**src/rtl/hsv_pixel_receiver.sv**
```systemverilog
// Serial HSV pixel receiver: synchronizes the Pi bit clock and data, assembles
// 24-bit LSB-first words, tags them with row/col and queues them in a small FIFO.
module hsv_pixel_receiver #(
    parameter int ROWS           = 16,
    parameter int COLS           = 16,
    parameter int FIFO_DEPTH     = 4,
    parameter int TIMEOUT_CYCLES = 50000
) (
    input  logic        fpga_clk,
    input  logic        rst,
    input  logic        pi_clk,
    input  logic        data_in,
    output logic [23:0] pix_hsv,
    output logic [3:0]  pix_row,
    output logic [3:0]  pix_col,
    output logic        pix_valid,
    input  logic        pix_ready,
    output logic        frame_done,
    output logic        overflow,
    output logic        resync
);

    // state | meaning
    // IDLE  | no bits of the current word held (bit count 0)
    // RECV  | 1..23 bits of the current word held in the shift register

    localparam int AW = $clog2(FIFO_DEPTH);
    localparam int TW = $clog2(TIMEOUT_CYCLES + 1);
    localparam logic [TW-1:0] TMR_LOAD = TW'(TIMEOUT_CYCLES);
    localparam logic [3:0] ROW_LAST = 4'(ROWS - 1);
    localparam logic [3:0] COL_LAST = 4'(COLS - 1);

    typedef enum logic {IDLE, RECV} state_t;

    state_t        state, state_nxt;
    logic          pi_s1, pi_s2, pi_prev;
    logic          d_s1, d_s2;
    logic [23:0]   sr;
    logic [4:0]    bit_cnt;
    logic          push_pend;
    logic [TW-1:0] tmr;
    logic [3:0]    row, col;
    logic [AW:0]   wptr, rptr;
    logic [31:0]   mem [FIFO_DEPTH];
    logic [31:0]   head;

    logic pi_rise, last_bit, tmr_active, timeout;
    logic fifo_full, pop, push_ok;

    assign pi_rise    = pi_s2 & ~pi_prev;
    assign last_bit   = pi_rise && (bit_cnt == 5'd23);
    assign tmr_active = (state == RECV) || (row != 4'd0) || (col != 4'd0);
    // an edge in the same cycle always wins over a due timeout
    assign timeout    = tmr_active && !pi_rise && (tmr == '0);

    assign fifo_full = (wptr[AW] != rptr[AW]) && (wptr[AW-1:0] == rptr[AW-1:0]);
    assign pix_valid = (wptr != rptr);
    assign pop       = pix_valid && pix_ready;
    assign push_ok   = push_pend && (!fifo_full || pop);

    always_ff @(posedge fpga_clk or posedge rst) begin
        if (rst) begin
            state <= IDLE;
        end else begin
            state <= state_nxt;
        end
    end

    always_comb begin
        state_nxt = state;
        case (state)
            IDLE: if (pi_rise) state_nxt = RECV;
            RECV: if (last_bit || timeout) state_nxt = IDLE;
            default: state_nxt = IDLE;
        endcase
    end

    always_ff @(posedge fpga_clk or posedge rst) begin
        if (rst) begin
            pi_s1     <= 1'b0;
            pi_s2     <= 1'b0;
            pi_prev   <= 1'b0;
            d_s1      <= 1'b0;
            d_s2      <= 1'b0;
            sr        <= '0;
            bit_cnt   <= '0;
            push_pend <= 1'b0;
            tmr       <= TMR_LOAD;
        end else begin
            pi_s1     <= pi_clk;
            pi_s2     <= pi_s1;
            pi_prev   <= pi_s2;
            d_s1      <= data_in;
            d_s2      <= d_s1;
            push_pend <= last_bit;
            if (pi_rise) begin
                sr      <= {d_s2, sr[23:1]};
                bit_cnt <= last_bit ? 5'd0 : bit_cnt + 5'd1;
            end else if (timeout) begin
                sr      <= '0;
                bit_cnt <= '0;
            end
            if (pi_rise || !tmr_active) begin
                tmr <= TMR_LOAD;
            end else if (tmr != '0) begin
                tmr <= tmr - TW'(1);
            end
        end
    end

    // frame position advances even when the word is dropped
    always_ff @(posedge fpga_clk or posedge rst) begin
        if (rst) begin
            row      <= '0;
            col      <= '0;
            overflow <= 1'b0;
        end else begin
            if (timeout) begin
                row <= '0;
                col <= '0;
            end else if (push_pend) begin
                if (col == COL_LAST) begin
                    col <= '0;
                    row <= (row == ROW_LAST) ? 4'd0 : row + 4'd1;
                end else begin
                    col <= col + 4'd1;
                end
            end
            if (push_pend && fifo_full && !pop) begin
                overflow <= 1'b1;
            end
        end
    end

    always_ff @(posedge fpga_clk or posedge rst) begin
        if (rst) begin
            wptr <= '0;
            rptr <= '0;
        end else begin
            if (push_ok) wptr <= wptr + 1'b1;
            if (pop)     rptr <= rptr + 1'b1;
        end
    end

    always_ff @(posedge fpga_clk) begin
        if (push_ok) begin
            mem[wptr[AW-1:0]] <= {row, col, sr};
        end
    end

    assign head       = mem[rptr[AW-1:0]];
    assign pix_hsv    = pix_valid ? head[23:0]  : 24'd0;
    assign pix_col    = pix_valid ? head[27:24] : 4'd0;
    assign pix_row    = pix_valid ? head[31:28] : 4'd0;
    assign frame_done = push_pend && (row == ROW_LAST) && (col == COL_LAST);
    assign resync     = timeout;

endmodule

```
**config.mk**
```make
export PLATFORM = sky130hd
export DESIGN_NAME = hsv_pixel_receiver
export DESIGN_NICKNAME = d
export VERILOG_FILES = /design/src/rtl/hsv_pixel_receiver.sv
export SDC_FILE = /design/constraint.sdc
export NUM_CORES = 1
export LEC_CHECK = 0
export BUFFER_PORTS_ARGS = -buffer_cell sky130_fd_sc_hd__buf_2
export CAP_MARGIN = 20
export CORE_MARGIN = 2
export CORE_UTILIZATION = 55
export DETAILED_ROUTE_END_ITERATION = 10
export PLACE_DENSITY = 0.81
export SKIP_CTS_REPAIR_TIMING = 1
export SLEW_MARGIN = 5
export SYNTH_ARGS = -nofsm -noshare
export SYNTH_HDL_FRONTEND = slang
export SYNTH_SLANG_ARGS = --single-unit
export TNS_END_PERCENT = 1
```
**constraint.sdc**
```tcl
create_clock -name fpga_clk -period 2.9 [get_ports fpga_clk]
set_input_delay 0.29 -clock fpga_clk [delete_from_list [all_inputs] [get_ports fpga_clk]]
set_output_delay 0.29 -clock fpga_clk [all_outputs]
set_load 0.02 [all_outputs]
```
=== Word-level counts from Yosys, hierarchy flattened ===
Memories as Yosys holds them, arrays and structs flattened.
Index checks and enable logic that the tools add are counted.

* Add/subtract/negate cells: 6
* Eq/ne operators: 6
* Bitwise logic cells: 3
* Multiplexer cells: 22
* Reductions and logical operators: 28

{| class="wikitable"
|+ Operator list
! kind !! number
|-
| 24-bit 2-to-1 mux || 3
|-
| 4-bit 2-to-1 mux || 9
|-
| 16-bit 2-to-1 mux || 2
|-
| 16-bit zero test || 1
|-
| 16-bit nonzero test || 1
|-
| 16-bit by 1-bit subtractor with 16-bit output (second input constant) || 1
|-
| 5-bit 2-to-1 mux || 3
|-
| 1-bit logical AND || 10
|-
| 4-bit by 1-bit adder with 4-bit output (second input constant) || 2
|-
| 4-bit == test (second input constant) || 2
|-
| 2-bit nonzero test || 4
|-
| 4-bit nonzero test || 2
|-
| 3-bit by 1-bit adder with 3-bit output (second input constant) || 2
|-
| 5-bit by 1-bit adder with 5-bit output (second input constant) || 1
|-
| 5-bit == test (second input constant) || 1
|-
| 1-bit logical OR || 5
|-
| 1-bit zero test || 4
|-
| 1-bit 2-to-1 mux || 4
|-
| 3-bit inequality test || 1
|-
| 2-bit == test || 1
|-
| 1-bit NOT || 2
|-
| 1-bit case mux with 2 select lines || 1
|-
| 2-bit AND reduction || 1
|-
| 1-bit AND || 1
|-
| 1-bit inequality test || 1
|}

* Memory bits (writable): 128
* Flip-flop bits (word level): 67
* Word-level logic and storage cells: 81
* Memories: 1

{| class="wikitable"
|+ Memory list
! name !! words !! width !! rd ports !! clocked after memory_dff !! write ports !! line !! RTL
|-
| mem || 4 || 32 || 1 || 0 || 1 || 44 || <nowiki>logic [31:0] mem [FIFO_DEPTH];</nowiki>
|}

=== Longest topological paths before layout ===
Gate-level depths: netlist (run 1).

* Depth after elaboration: 8
* Depth in mapped cells: 8

=== Worst setup path before layout (run 1) ===
OpenSTA, ideal clock, no wires.

* Path kind: register to register
* Start point: register rptr[0]
* End point: memory mem[3][0] (enable)
* Data required time: 2.476 ns
* Stages on the path, launching flop included: 5
* Path buffers: 1
* Clock period less this slack: 2.927 ns
* Arrival: 2.504 ns
* Library setup time: 0.424 ns
* Slack: -0.027 ns
* Cells stage by stage: dfrtp_1 -> clkbuf_1 -> xnor2_1 -> a41o_1 -> nor2_1

* Longest elaborated chain between the ends: 7

{| class="wikitable"
|+ Ends and longest elaborated chain
! element !! line !! RTL
|-
| start: declaration || 43 || <nowiki>logic [AW:0] wptr, rptr;</nowiki>
|-
| start signal: assignment || 141 || <nowiki>if (pop) rptr <= rptr + 1'b1;</nowiki>
|-
| 2-bit == test || 56 || <nowiki>assign fifo_full = (wptr[AW] != rptr[AW]) && (wptr[AW-1:0] == rptr[AW-1:0]);</nowiki>
|-
| 1-bit logical AND || 56 ||
|-
| 1-bit zero test || 59 || <nowiki>assign push_ok = push_pend && (!fifo_full || pop);</nowiki>
|-
| 1-bit logical OR (*) || 59 ||
|-
| 1-bit logical AND (*) || 59 ||
|-
| 1-bit 2-to-1 mux (*) || 146 || <nowiki>if (push_ok) begin</nowiki>
|-
| 1-bit 2-to-1 mux (not written as such) (*) || 147 || <nowiki>mem[wptr[AW-1:0]] <= {row, col, sr};</nowiki>
|-
| end: declaration || 44 ||
|}

Mark *: on every way between the ends. The rest lies on a longest branch, timed or not.

=== Worst setup path after layout (run 1) ===
* Start point: register col[0]
* End point: output port resync

* Longest elaborated chain between the ends: 4

{| class="wikitable"
|+ Ends and longest elaborated chain
! element !! line !! RTL
|-
| start: declaration || 42 || <nowiki>logic [3:0] row, col;</nowiki>
|-
| start signal: assignment || 126 || <nowiki>col <= col + 4'd1;</nowiki>
|-
| 4-bit nonzero test || 52 || <nowiki>assign tmr_active = (state == RECV) || (row != 4'd0) || (col != 4'd0);</nowiki>
|-
| 1-bit logical OR || 52 ||
|-
| 1-bit logical AND (2 in series) || 54 || <nowiki>assign timeout = tmr_active && !pi_rise && (tmr == '0);</nowiki>
|-
| end: declaration || 20 || <nowiki>output logic resync</nowiki>
|}

No other way between the ends.

==> flow_summary.toml, run 1 <==
[run_status]
status = "finished clean"

[logic_synthesis]
ys_seq_area_share_pct = 68.5
synth_cell_types = 54
synth_fp_nets = 549
yosysTopAreaCellShare_pct = 47.6
async_flop_share_pct = 34.4
yosys-top-cells-count = "edfxtp_1, nand2_1, dfrtp_1, and2_1, mux4_2"
synth_area_um2 = 8070
synthFlopType = "edfxtp_1"
ys_seq_elements = 195
synth_most_common_cell = "edfxtp_1"
syn_avg_cell_area_um2 = 15.1
synth_warnings = 0
synth_edf_count = 128
yosysTopAreaCell = "edfxtp_1"
yosys-top-cells-area = "edfxtp_1, dfrtp_1, mux4_2"
synth_cells = 533

[clocking]
clkSlewWorstSetupHoldPaths_ns = 0.07
clkLatencyLatePin_ns = 0.44
clock_sinks = 195
cts_root_buf = "clkbuf_16"
numCtsBuffers = 17
cts_tree = "yes"
htreeDepth = 4
cts.path.max_buffers = 2

[timing]
drv_slew = 0
timing.fmax_mhz = 369
period_needed_ns = 2.71
relSlewSlack_pct = 36.0
finalSetupViolCount = 0
holdWs_ns = 0.00449
rsz0062_at_grt = "no"
timing.final.crit_share_pct = 93.6
clock_skew_ns = 0.0107
hold_viol = 0
tightest_slew_ns = 0.955

[power]
sw_frac_of_total_pct = 31.2
share_clk_of_total_power_pct = 28.8
p_per_area_nw_per_um2 = 823
power_leakage_uw = 0.00353
irDropWorstVdd_v = 0.000516
total_power_uw = 7560
p_seq_share_pct = 44.5
p_int_uw = 5200
power_switching_uw = 2350
combPwrFrac_pct = 26.8

[finish]
fin_area_um2 = 9190
area_growth_syn_to_layout_pct = 13.8
nets = 609
drive_gt1_share_pct = 26.6
antennaDiodeCount = 0
fin_util_pct = 63.7

[setup_path]
startpoint = "col[0]"
rr_endpoint = "sr[6]"
crit_path_start_kind = "register"
worstPathArrival_ns = 2.42
cp-end-kind = "output pin"
critical_path.max_fanout = 7
critPathRequiredTime_ns = 2.61
r2r_start = "col[0]"
worstRegToRegCells = 8
critPathKind = "reg2out"
r2r_slack_ns = 0.47

[grt]
overflow = 0
antenna_found_initial = 0
grt_max_degree = 38
grt_usage_pct = 20.4
grt_pass1_wl_mm = 24.6
grt_pass1_vias = 4731

[route]
drt_wl_total_mm = 15.0
drt_first_pass_iters = 5
drc_errors = 0
vias = 4650
drt-initial-drc-count = 470
vias_per_cell = 5.89
wire_per_inst_um = 19.0
ant_nets = 0

[placement]
gp_congestion = 0.778
io_buffers = 40
hpwl_mm = 9.30
place_area_um2 = 8550

[die]
core_um2 = 14400
die_h_um = 125
die_area_um2 = 15700
io_pins = 41
rows = 44
die_w_um = 125
start_util_pct = 55.9

[hold_path]
min_path_type = "in2async"

[job]
drv_cap = 0
## critical path, cell delays in order (launching register included)
cell,delay (ns)
dfrtp_1,0.44
inv_1,0.14
ha_1,0.17
or4b_2,0.64
o21ai_2,0.30
nor3_4,0.12
buf_2,0.18
## state kept, by name, indices dropped and copies added (netlist names), 3 cells and up
register  cells
wptr          3
sr           24
rptr          3
tmr          16
col           4
row           4
bit_cnt       5
mem         128
## metal layers
layer  share of wire [%]  global-route usage [%]  vias up  wire (um)
li1                    -                       -     2122          -
met1                  41                    27.2     2349       6190
met2                  52                    33.4      155       7750
met3                 5.3                    4.58       24        798
met4                 1.9                    7.78        0        280
met5                   0                       0        -          0
## layout by cell type (no fill, tap or decap), types with 5 or more instances in the layout
| cell type | instances |
|---|---|
| nand2_1 | 65 |
| or4_1 | 5 |
| xnor2_1 | 7 |
| clkbuf_16 | 17 |
| edfxtp_1 | 128 |
| a21oi_1 | 11 |
| nand3_1 | 9 |
| mux2i_1 | 6 |
| nor2_1 | 15 |
| nand2b_1 | 6 |
| ha_1 | 11 |
| o21ai_2 | 11 |
| dfrtp_1 | 60 |
| clkinv_4 | 9 |
| and2_1 | 32 |
| dfstp_2 | 6 |
| o21ai_0 | 27 |
| inv_1 | 17 |
| buf_4 | 19 |
| mux4_2 | 32 |
| nor3_1 | 5 |
| buf_2 | 40 |
## cell families (layout without fill, tap and decap cells)
group                      after synthesis  after routing  synth area share [%]
and+or+nand+nor                        163            164                  10.3
adders and majority gates               11             11                  1.71
muxes                                   40             40                  9.96
DFF                                    195            195                  68.5
AOI/OAI and AO/OA                       72             72                  5.95
buffers and inverters                   42            114                  2.45
xor gates and xnor gates                10             10                  1.09
## metrics by stage
step	setup WS, ns	setup TNS, ns	instances
finish	0.187	0	790
CTS	-0.387	-0.387	782
detailed placement	0.0529	0	750
global route	0.0585	0	790
floorplan	0.0193	0	533
global placement	0.149	0	750
## power groups by stage
stage / Combinational (uW) / Clock [uW] / Sequential (uW)
6_report: 2020 / 2170 / 3360
4_1_cts: 2050 / 2200 / 3360
3_3_place_gp: 1990 / 0 / 3390
5_1_grt: 2190 / 2320 / 3390
2_1_floorplan: 1520 / 0 / 3310
3_5_place_dp: 2030 / 0 / 3410
## worst max path at each step
| stage | to | slack (ns) | cells after the start |
|---|---|---|---|
| 2_1_floorplan | mem[0][0] | 0.02 | 4 |
| 3_3_place_gp | resync | 0.15 | 4 |
| 3_5_place_dp | bit_cnt[4] | 0.05 | 5 |
| 4_1_cts | resync | -0.39 | 4 |
| 5_1_grt | pix_hsv[3] | 0.06 | 5 |
| 6_report | resync | 0.19 | 6 |
## final cells by class
| type | count | area [um^2] |
|---|---|---|
| clock buffers | 18 | 429 |
| clock inverters | 14 | 125 |
| fillers | 973 | 5240 |
| inverters | 18 | 67.6 |
| multi-input cells | 297 | 2380 |
| flip-flops and latches | 195 | 5530 |
| well taps | 184 | 230 |
| repair buffers | 64 | 423 |
Note: power is estimated with default switching activity, not from simulation.
==> run 2, diff against run 1 <==
ABC_AREA = 1   (was not set)
PLACE_DENSITY = 0.8   (was 0.81)
==> flow_summary.toml, run 2 <==
[hold_path]
holdPathEnd = "rptr[0]"
min_path_type = "in2reg"
hp-start = "pix_ready"
whs_path_depth = 3

[die]
die_area_um2 = 16600
die_h_um = 129
die_w_um = 129
start_util_pct = 56.3
core_um2 = 15200
io_pins = 41
rows = 45

[placement]
gp_congestion = 0.819
place_area_um2 = 8900
hpwl_mm = 9.64
io_buffers = 40

[power]
p_per_area_nw_per_um2 = 873
irDropWorstVdd_v = 0.000598
total_power_uw = 8270
power_leakage_uw = 0.00405

[logic_synthesis]
synth_area_um2 = 8550
synth_most_common_cell = "nand2_1"
synth_fp_nets = 848
synth_edf_count = 128
async_flop_share_pct = 34.4
ys_seq_area_share_pct = 64.6
synth_cells = 832
yosys-top-cells-area = "edfxtp_1, dfrtp_1, nand2_1"
ys_seq_elements = 195
yosys-top-cells-count = "nand2_1, nor2_1, edfxtp_1, o21ai_0, inv_1"
yosysTopAreaCell = "edfxtp_1"
synth_cell_types = 31
synthFlopType = "edfxtp_1"
synth_warnings = 0
yosysTopAreaCellShare_pct = 44.9
syn_avg_cell_area_um2 = 10.3

[clocking]
cts_root_buf = "clkbuf_16"
numCtsBuffers = 17
clkSlewWorstSetupHoldPaths_ns = 0.07
cts_tree = "yes"
clkLatencyLatePin_ns = 0.43
cts.path.max_buffers = 2
clock_sinks = 195
htreeDepth = 4

[setup_path]
worstPathArrival_ns = 2.21
critPathKind = "reg2out"
rr_endpoint = "mem[3][16]"
r2r_start = "wptr[2]"
cp-end-kind = "output pin"
critical_path_buf_inv_count = 3
critPathMaxStageDelay_ns = 0.45
r2r_slack_ns = 0.56
critPathRequiredTime_ns = 2.61
critical_path.max_fanout = 37
crit_path_start_kind = "register"
worstRegToRegCells = 5
worst_path_max_delay_cell = "nand2_2"
critPathTopFamily = "simple AND/OR/NAND/NOR gates"
crit_chain = "inv_1 -> nand2_1 -> a21oi_2 -> nand2_2 -> nand2_1 -> inv_1 -> buf_2"

[timing]
timing.final.crit_share_pct = 86.1
relSlewSlack_pct = 30.1
rsz0062_at_grt = "no"
tns_ns = 0
finalSetupViolCount = 0
hold_viol = 0
holdWs_ns = 0.167
tightest_slew_ns = 1.05
drv_slew = 0
clock_skew_ns = 0.00789
period_needed_ns = 2.50
timing.fmax_mhz = 400

[finish]
drive_gt1_share_pct = 17.0
largest_register_ff_count = 128
multi_input_area_um2 = 2560
final_cell_mix = "nand2_1, nor2_1, edfxtp_1"
nets = 883
fin_area_um2 = 9480
fill_cells = 1154
regArea_um2 = 5530
antennaDiodeCount = 0
fin_util_pct = 62.3
area_growth_syn_to_layout_pct = 10.8
final_common_cell = "nand2_1"

[route]
drt_wl_total_mm = 16.2
vias_per_cell = 5.37
ant_nets = 0
vias = 5739
drc_errors = 0
drt_first_pass_iters = 5
wire_per_inst_um = 15.2
drt-initial-drc-count = 480

[job]
drv_cap = 0

[grt]
antenna_found_initial = 0
overflow = 0
grt_pass1_wl_mm = 26.6
grt_pass1_vias = 5461
grt_max_degree = 67
grt_usage_pct = 20.7

[run_status]
status = "finished clean"
run 2: cell count changes after synthesis, sizes merged, moves of 59 or more:
cell,change
inv,+61
nand3,+59
nor2,+132
nand2,+98
o21ai,+66
run 2: worst min-delay path, stage by stage:
cell and delay, ns:
buf_2 0.13, nand3_1 0.08, nand2_1 0.05
run 2: area by class of cell:
| cell class | instances | share of cell area [%] |
|---|---|---|
| Clock buffer | 17 | 4.49 |
| Clock inverter | 15 | 1.28 |
| Inverter | 79 | 3.13 |
| Multi-Input combinational cell | 521 | 27.0 |
| Sequential cell | 195 | 58.3 |
| Tap cell | 188 | 2.48 |
| Timing Repair Buffer | 53 | 3.22 |
run 2: cell families (layout without fill, tap and decap cells):
logic type	count (synthesis)	in the layout	synth area share (%)
fa+ha+maj	11	11	1.61
flops	195	195	64.6
xor+xnor	8	8	0.819
buf+inv	116	164	5.78
simple gates	389	389	20.4
compound gates	113	113	6.79
run 2: stage by stage:
stage / std cells / worst slack [ns]
2_1_floorplan: 832 / 0.153
3_3_place_gp: 1033 / 0.626
3_5_place_dp: 1033 / 0.554
4_1_cts: 1065 / 0.379
5_1_grt: 1068 / 0.194
6_report: 1068 / 0.403
run 2: how the worst max path moves through the flow:
| stage | start | end | slack [ns] | cells past startpoint |
|---|---|---|---|---|
| after global placement | wptr[2] | mem[3][26] | 0.63 | 5 |
| after floorplan | rptr[0] | mem[0][0] | 0.15 | 7 |
| final | wptr[0] | pix_hsv[21] | 0.40 | 7 |
| after global routing | rptr[0] | pix_hsv[18] | 0.19 | 7 |
| after CTS | tmr[0] | resync | 0.38 | 9 |
| after detailed placement | wptr[2] | mem[3][31] | 0.55 | 5 |
run 2: metal layers:
metal / vias to the layer above / GRT usage, % / part of all wire (%) / routed length [um]
met5: - / 0 / 0 / 0
met1: 2753 / 27.5 / 44 / 7080
met2: 149 / 34.3 / 50 / 8090
li1: 2814 / - / - / -
met4: 0 / 7.16 / 1.5 / 250
met3: 23 / 4.32 / 4.8 / 783
run 2: power breakdown:
part | internal, uW | switching (uW) | leakage, uW | total (uW)
clock | 1120 | 1030 | 0.000259 | 2150
sequential | 3160 | 196 | 0.00197 | 3360
combinational | 868 | 1890 | 0.00182 | 2760
total | 5150 | 3120 | 0.00405 | 8270
